===== config.mk =====
export PLATFORM = sky130hd
export DESIGN_NAME = player_hit_receiver
export DESIGN_NICKNAME = d
export VERILOG_FILES = /design/src/rtl/fighter_pkg.sv /design/src/rtl/hit_damage_lut.sv /design/src/rtl/player_hit_receiver.sv
export SDC_FILE = /design/constraint.sdc
export NUM_CORES = 1
export LEC_CHECK = 0
export ABC_AREA = 1
export BUFFER_PORTS_ARGS = -buffer_cell sky130_fd_sc_hd__buf_2
export CORE_MARGIN = 4
export CORE_UTILIZATION = 55
export DETAILED_ROUTE_END_ITERATION = 10
export PLACE_DENSITY = 0.79
export SETUP_SLACK_MARGIN = 0.1
export SLEW_MARGIN = 40
export SYNTH_ARGS = -nofsm -noshare
export SYNTH_HDL_FRONTEND = slang
export SYNTH_SLANG_ARGS = --single-unit

===== constraint.sdc =====
create_clock -name clk -period 2.05 [get_ports clk]
set_input_delay 0.3075 -clock clk [delete_from_list [all_inputs] [get_ports clk]]
set_output_delay 0.3075 -clock clk [all_outputs]
set_load 0.01 [all_outputs]

===== src/rtl/fighter_pkg.sv =====
// Shared attack codes, hurt-state encoding and widths for the fighter player blocks.
package fighter_pkg;

    localparam int unsigned HEALTH_W = 7;
    localparam int unsigned FRAME_W  = 6;

    localparam logic [1:0] ATK_NONE = 2'd0;
    localparam logic [1:0] ATK1     = 2'd1;
    localparam logic [1:0] ATK2     = 2'd2;

    typedef enum logic [2:0] {
        HS_IDLE      = 3'd0,
        HS_HITSTUN   = 3'd1,
        HS_BLOCKSTUN = 3'd2,
        HS_INVULN    = 3'd3,
        HS_KO        = 3'd4
    } hurt_state_e;

    // Codes 0 and 3 carry no attack and never resolve into a hit.
    function automatic logic is_attack(input logic [1:0] atk_type);
        return (atk_type == ATK1) || (atk_type == ATK2);
    endfunction

endpackage


===== src/rtl/hit_damage_lut.sv =====
// Combinational damage resolution: attack type, block flag and current health
// to post-hit health, stun length and KO indication.
module hit_damage_lut
    import fighter_pkg::*;
#(
    parameter int unsigned ATK1_DAMAGE  = 8,
    parameter int unsigned ATK2_DAMAGE  = 15,
    parameter int unsigned ATK1_HITSTUN = 12,
    parameter int unsigned ATK2_HITSTUN = 20,
    parameter int unsigned BLOCKSTUN    = 6
) (
    input  logic [1:0]          atk_type_i,
    input  logic                blocking_i,
    input  logic [HEALTH_W-1:0] health_i,
    output logic [HEALTH_W-1:0] new_health_o,
    output logic [FRAME_W-1:0]  stun_len_o,
    output logic                ko_next_o
);

    logic [HEALTH_W-1:0] dmg;
    logic [HEALTH_W-1:0] chip;

    always_comb begin
        dmg          = (atk_type_i == ATK2) ? HEALTH_W'(ATK2_DAMAGE) : HEALTH_W'(ATK1_DAMAGE);
        chip         = dmg >> 2;
        new_health_o = health_i;
        ko_next_o    = 1'b0;
        stun_len_o   = (atk_type_i == ATK2) ? FRAME_W'(ATK2_HITSTUN) : FRAME_W'(ATK1_HITSTUN);

        if (blocking_i) begin
            // Chip damage can bring health down to 1 but never finishes the player.
            new_health_o = (health_i > chip) ? health_i - chip : HEALTH_W'(1);
            stun_len_o   = FRAME_W'(BLOCKSTUN);
        end else if (health_i <= dmg) begin
            new_health_o = '0;
            ko_next_o    = 1'b1;
        end else begin
            new_health_o = health_i - dmg;
        end
    end

endmodule


===== src/rtl/player_hit_receiver.sv =====
// Resolves opponent attack instances into hits or blocks and tracks health,
// hitstun/blockstun/invulnerability timers and KO for one player.
module player_hit_receiver
    import fighter_pkg::*;
#(
    parameter int unsigned MAX_HEALTH    = 100,
    parameter int unsigned ATK1_DAMAGE   = 8,
    parameter int unsigned ATK2_DAMAGE   = 15,
    parameter int unsigned ATK1_HITSTUN  = 12,
    parameter int unsigned ATK2_HITSTUN  = 20,
    parameter int unsigned BLOCKSTUN     = 6,
    parameter int unsigned INVULN_FRAMES = 30
) (
    input  logic                clk,
    input  logic                reset,
    input  logic                SCEN,
    input  logic                hit_enable,
    input  logic                opp_attack_active,
    input  logic [1:0]          opp_attack_type,
    input  logic                overlap,
    input  logic                blocking,
    output logic [HEALTH_W-1:0] health,
    output logic [2:0]          hurt_state,
    output logic [FRAME_W-1:0]  stun_frame,
    output logic                hit_pulse,
    output logic                block_pulse,
    output logic                ko,
    output logic                move_lock
);

    hurt_state_e         state_q,    state_d;
    logic [FRAME_W-1:0]  frame_q,    frame_d;
    logic [FRAME_W-1:0]  stun_len_q, stun_len_d;
    logic [HEALTH_W-1:0] health_q,   health_d;
    logic                consumed_q, consumed_d;
    logic                hit_q,      hit_d;
    logic                block_q,    block_d;
    logic                ko_q,       ko_d;

    logic                tick;
    logic                candidate;
    logic                lands;
    logic [HEALTH_W-1:0] lut_health;
    logic [FRAME_W-1:0]  lut_stun_len;
    logic                lut_ko;

    hit_damage_lut #(
        .ATK1_DAMAGE  (ATK1_DAMAGE),
        .ATK2_DAMAGE  (ATK2_DAMAGE),
        .ATK1_HITSTUN (ATK1_HITSTUN),
        .ATK2_HITSTUN (ATK2_HITSTUN),
        .BLOCKSTUN    (BLOCKSTUN)
    ) u_lut (
        .atk_type_i   (opp_attack_type),
        .blocking_i   (blocking),
        .health_i     (health_q),
        .new_health_o (lut_health),
        .stun_len_o   (lut_stun_len),
        .ko_next_o    (lut_ko)
    );

    assign tick      = SCEN & hit_enable;
    assign candidate = tick & opp_attack_active & overlap & is_attack(opp_attack_type) & ~consumed_q;
    assign lands     = candidate & ((state_q == HS_IDLE) | (state_q == HS_BLOCKSTUN));

    always_ff @(posedge clk) begin
        if (reset) begin
            state_q    <= HS_IDLE;
            frame_q    <= '0;
            stun_len_q <= '0;
            health_q   <= HEALTH_W'(MAX_HEALTH);
            consumed_q <= 1'b0;
            hit_q      <= 1'b0;
            block_q    <= 1'b0;
            ko_q       <= 1'b0;
        end else begin
            state_q    <= state_d;
            frame_q    <= frame_d;
            stun_len_q <= stun_len_d;
            health_q   <= health_d;
            consumed_q <= consumed_d;
            hit_q      <= hit_d;
            block_q    <= block_d;
            ko_q       <= ko_d;
        end
    end

    // A landing hit takes priority over the timer, so a candidate arriving on an
    // expiry cycle is judged against the state before that expiry.
    always_comb begin
        state_d    = state_q;
        frame_d    = frame_q;
        stun_len_d = stun_len_q;
        health_d   = health_q;
        consumed_d = consumed_q;
        hit_d      = 1'b0;
        block_d    = 1'b0;
        ko_d       = ko_q;

        if (SCEN && !opp_attack_active) begin
            consumed_d = 1'b0;
        end
        if (candidate) begin
            consumed_d = 1'b1;
        end

        if (lands) begin
            health_d   = lut_health;
            frame_d    = '0;
            stun_len_d = lut_stun_len;
            if (blocking) begin
                state_d = HS_BLOCKSTUN;
                block_d = 1'b1;
            end else begin
                hit_d = 1'b1;
                if (lut_ko) begin
                    state_d = HS_KO;
                    ko_d    = 1'b1;
                end else begin
                    state_d = HS_HITSTUN;
                end
            end
        end else if (tick) begin
            unique case (state_q)
                HS_HITSTUN: begin
                    if (frame_q == stun_len_q - FRAME_W'(1)) begin
                        state_d = HS_INVULN;
                        frame_d = '0;
                    end else begin
                        frame_d = frame_q + FRAME_W'(1);
                    end
                end
                HS_BLOCKSTUN: begin
                    if (frame_q == stun_len_q - FRAME_W'(1)) begin
                        state_d = HS_IDLE;
                        frame_d = '0;
                    end else begin
                        frame_d = frame_q + FRAME_W'(1);
                    end
                end
                HS_INVULN: begin
                    if (frame_q == FRAME_W'(INVULN_FRAMES - 1)) begin
                        state_d = HS_IDLE;
                        frame_d = '0;
                    end else begin
                        frame_d = frame_q + FRAME_W'(1);
                    end
                end
                default: begin
                    frame_d = '0;
                end
            endcase
        end
    end

    always_comb begin
        health      = health_q;
        hurt_state  = state_q;
        stun_frame  = frame_q;
        hit_pulse   = hit_q;
        block_pulse = block_q;
        ko          = ko_q;
        move_lock   = (state_q == HS_HITSTUN) || (state_q == HS_BLOCKSTUN) || (state_q == HS_KO);
    end

endmodule


==> impl_metrics.yaml <==
status:
  status: "complete, no violations"
critical_path:
  endpoint: "health[6]"
  path_class: "register to register"
  cp.arrival_ps: 2030
  crit_start: "health[0]"
  r2r_slack_ps: 260
  crit_path_start_kind: "register"
  end_kind: "register"
  worstRegToRegCells: 10
  rr_endpoint: "health[6]"
  worstPathMaxFanout: 2
  crit_required_ps: 2290
  rr_startpoint: "health[0]"
worst_hold_path:
  min-delay-start: "reset"
  hold_class: "input port to register"
clock_tree:
  holdBufCountCts: 0
  clk_transition_reported_paths_ps: 140
  root_buffer: "clkbuf_4"
  cts_buffers: 3
  htreeDepth: 1
  clockBufferDepth: 2
  cts.sink_count: 24
  postCtsSetupBuffers: 0
  cts_resized: 0
  cts_tree: "yes"
  clkLatencyLatePin_ps: 320
floorplanning:
  fp.dieH_um: 62.01
  die_x_um: 62.01
  initial_utilization: 0.5767
  ios: 29
  fp.dieArea_um2: 3845
  core_um2: 2781
  rows: 19
yosys:
  ys_seq_area_frac: 0.2995
  yosys_warnings: 0
  ys_seq_elements: 24
  yosysUniqueCellTypes: 30
  avgSynthCellArea_um2: 6.884
  async_flop_share: 0
  synth_edf_count: 0
  syn_area_um2: 1604
  synth-main-ff-cell: "dfxtp_1"
  netlist_instances: 233
  synth_nets: 251
placed_design:
  place.gp.congestion: 0.8770
  portBuffers: 28
  hpwl_um: 2721
grt:
  grt_pass1_vias: 1317
  grt-ovfl-total: 0
  track_usage: 0.2026
  grt_max_degree: 14
  grt_pass1_wl_um: 5816
  antenna_found_initial: 0
routing:
  totalWireLength_um: 3382
  drt_first_iter_violations: 97
  drt_pre_antenna_iters: 4
  viasPerCell: 5.054
  wl_per_cell_um: 11.46
  ant_nets: 0
  drc: 0
  vias: 1491
sta:
  slew-limit-headroom: 0.7830
  tightest_slew_ps: 325.0
  fin_crit_sh: 0.8722
  rsz0062_at_grt: "false"
  fin_skew_ps: 8.763
  hold_viol: 0
  tns_ps: 0
  fin_crit_ps: 1788
  fmax_mhz: 559.3
  slew_violations: 0
  setup_viol: 0
final_layout:
  final_cell_mix: "nand2_1 (52), inv_1 (33), buf_2 (28), dfxtp_1 (24), nor2_1 (22)"
  fin_util: 0.6523
  diodes: 0
  final_nets: 283
  final_common_cell: "nand2_1"
  drive_above_1_share: 0.2083
  areaGrowthSynthToFinish_pct: 13.10
power_and_ir_drop:
  powerDensity_nw_per_um2: 488.0
  p_leak_uw: 0.0008914
  irDropWorstVdd_mv: 0.4391
run:
  max-cap-violations: 0
[logic make-up after synthesis]
logic type               after synthesis  synth area share
XOR/XNOR                              16           0.08736
adder cells (fa/ha/maj)                9           0.07489
buffers and inverters                 41            0.1014
flip-flops                            24            0.2995
AO/OA/AOI/OAI                         32            0.1217
AND/OR/NAND/NOR                      111            0.3151
[stage by stage]
stage	instances	hold WS (ps)	total power [uW]	area (um2)	worst slack, ps
after floorplan	233	454.5	596.8	1604	224.1
after global placement	291	435.5	637.3	1778	37.44
after detailed placement	291	446.6	638.3	1778	-14.77
after CTS	295	248.3	891.0	1814	248.3
after global routing	295	275.2	934.7	1814	122.7
final	295	254.3	885.3	1814	262.0
[registers in the layout, indices dropped and copies added (netlist names)]
signal,flops
stun_len_q,4
ko,1
block_pulse,1
consumed_q,1
hurt_state,3
hit_pulse,1
stun_frame,6
health,7
[worst min-delay path by stage]
stage	to	slack [ps]	cells after the start
6_report	hurt_state[2]	250	2
5_1_grt	ko	280	2
4_1_cts	hurt_state[2]	250	2
3_5_place_dp	ko	450	2
3_3_place_gp	ko	440	2
2_1_floorplan	consumed_q	450	2
[cell usage after synthesis (4+ instances only)]
cell type | n | area share
nand4_1 | 4 | 0.016
xnor2_1 | 4 | 0.022
xor2_1 | 12 | 0.066
nand3_1 | 18 | 0.056
nor2_1 | 22 | 0.051
inv_1 | 33 | 0.077
ha_1 | 8 | 0.062
o22ai_1 | 5 | 0.020
nand2_2 | 7 | 0.027
a21oi_1 | 9 | 0.028
nand2_1 | 52 | 0.12
o21ai_0 | 7 | 0.022
inv_2 | 5 | 0.012
dfxtp_1 | 24 | 0.30
[report_power, final]
part           leakage (uW)  internal [uW]  switching [uW]  total [uW]
registers          0.000194            474            10.1         484
logic              0.000677           55.8            87.4         143
clock network     0.0000210            109             149         258
[per-layer routing]
metal	track usage	share of wire	vias to the layer above
met5	0	0	-
met4	0.06364	0.014	0
met3	0.03306	0.046	5
met2	0.3269	0.47	33
met1	0.2753	0.47	644
li1	-	-	809
[critical path, cell delays in order, from the launching register on]
cell and delay [ps]:
dfxtp_1 330, inv_1 60, ha_1 140, inv_1 60
fa_1 400, nand3_1 100, nand2_1 100, nor2_1 150
xnor2_1 140, nor2_1 60, o22a_1 170
[final cells by class]
cell class	count	area [um2]
Timing Repair Buffer	30	155.1
Clock buffer	4	36.28
Inverter	38	142.6
Sequential cell	24	480.5
Fill cell	264	967.2
Tap cell	31	38.79
Multi-Input combinational cell	168	960.9
No activity file was read; power rests on OpenSTA's default activity.
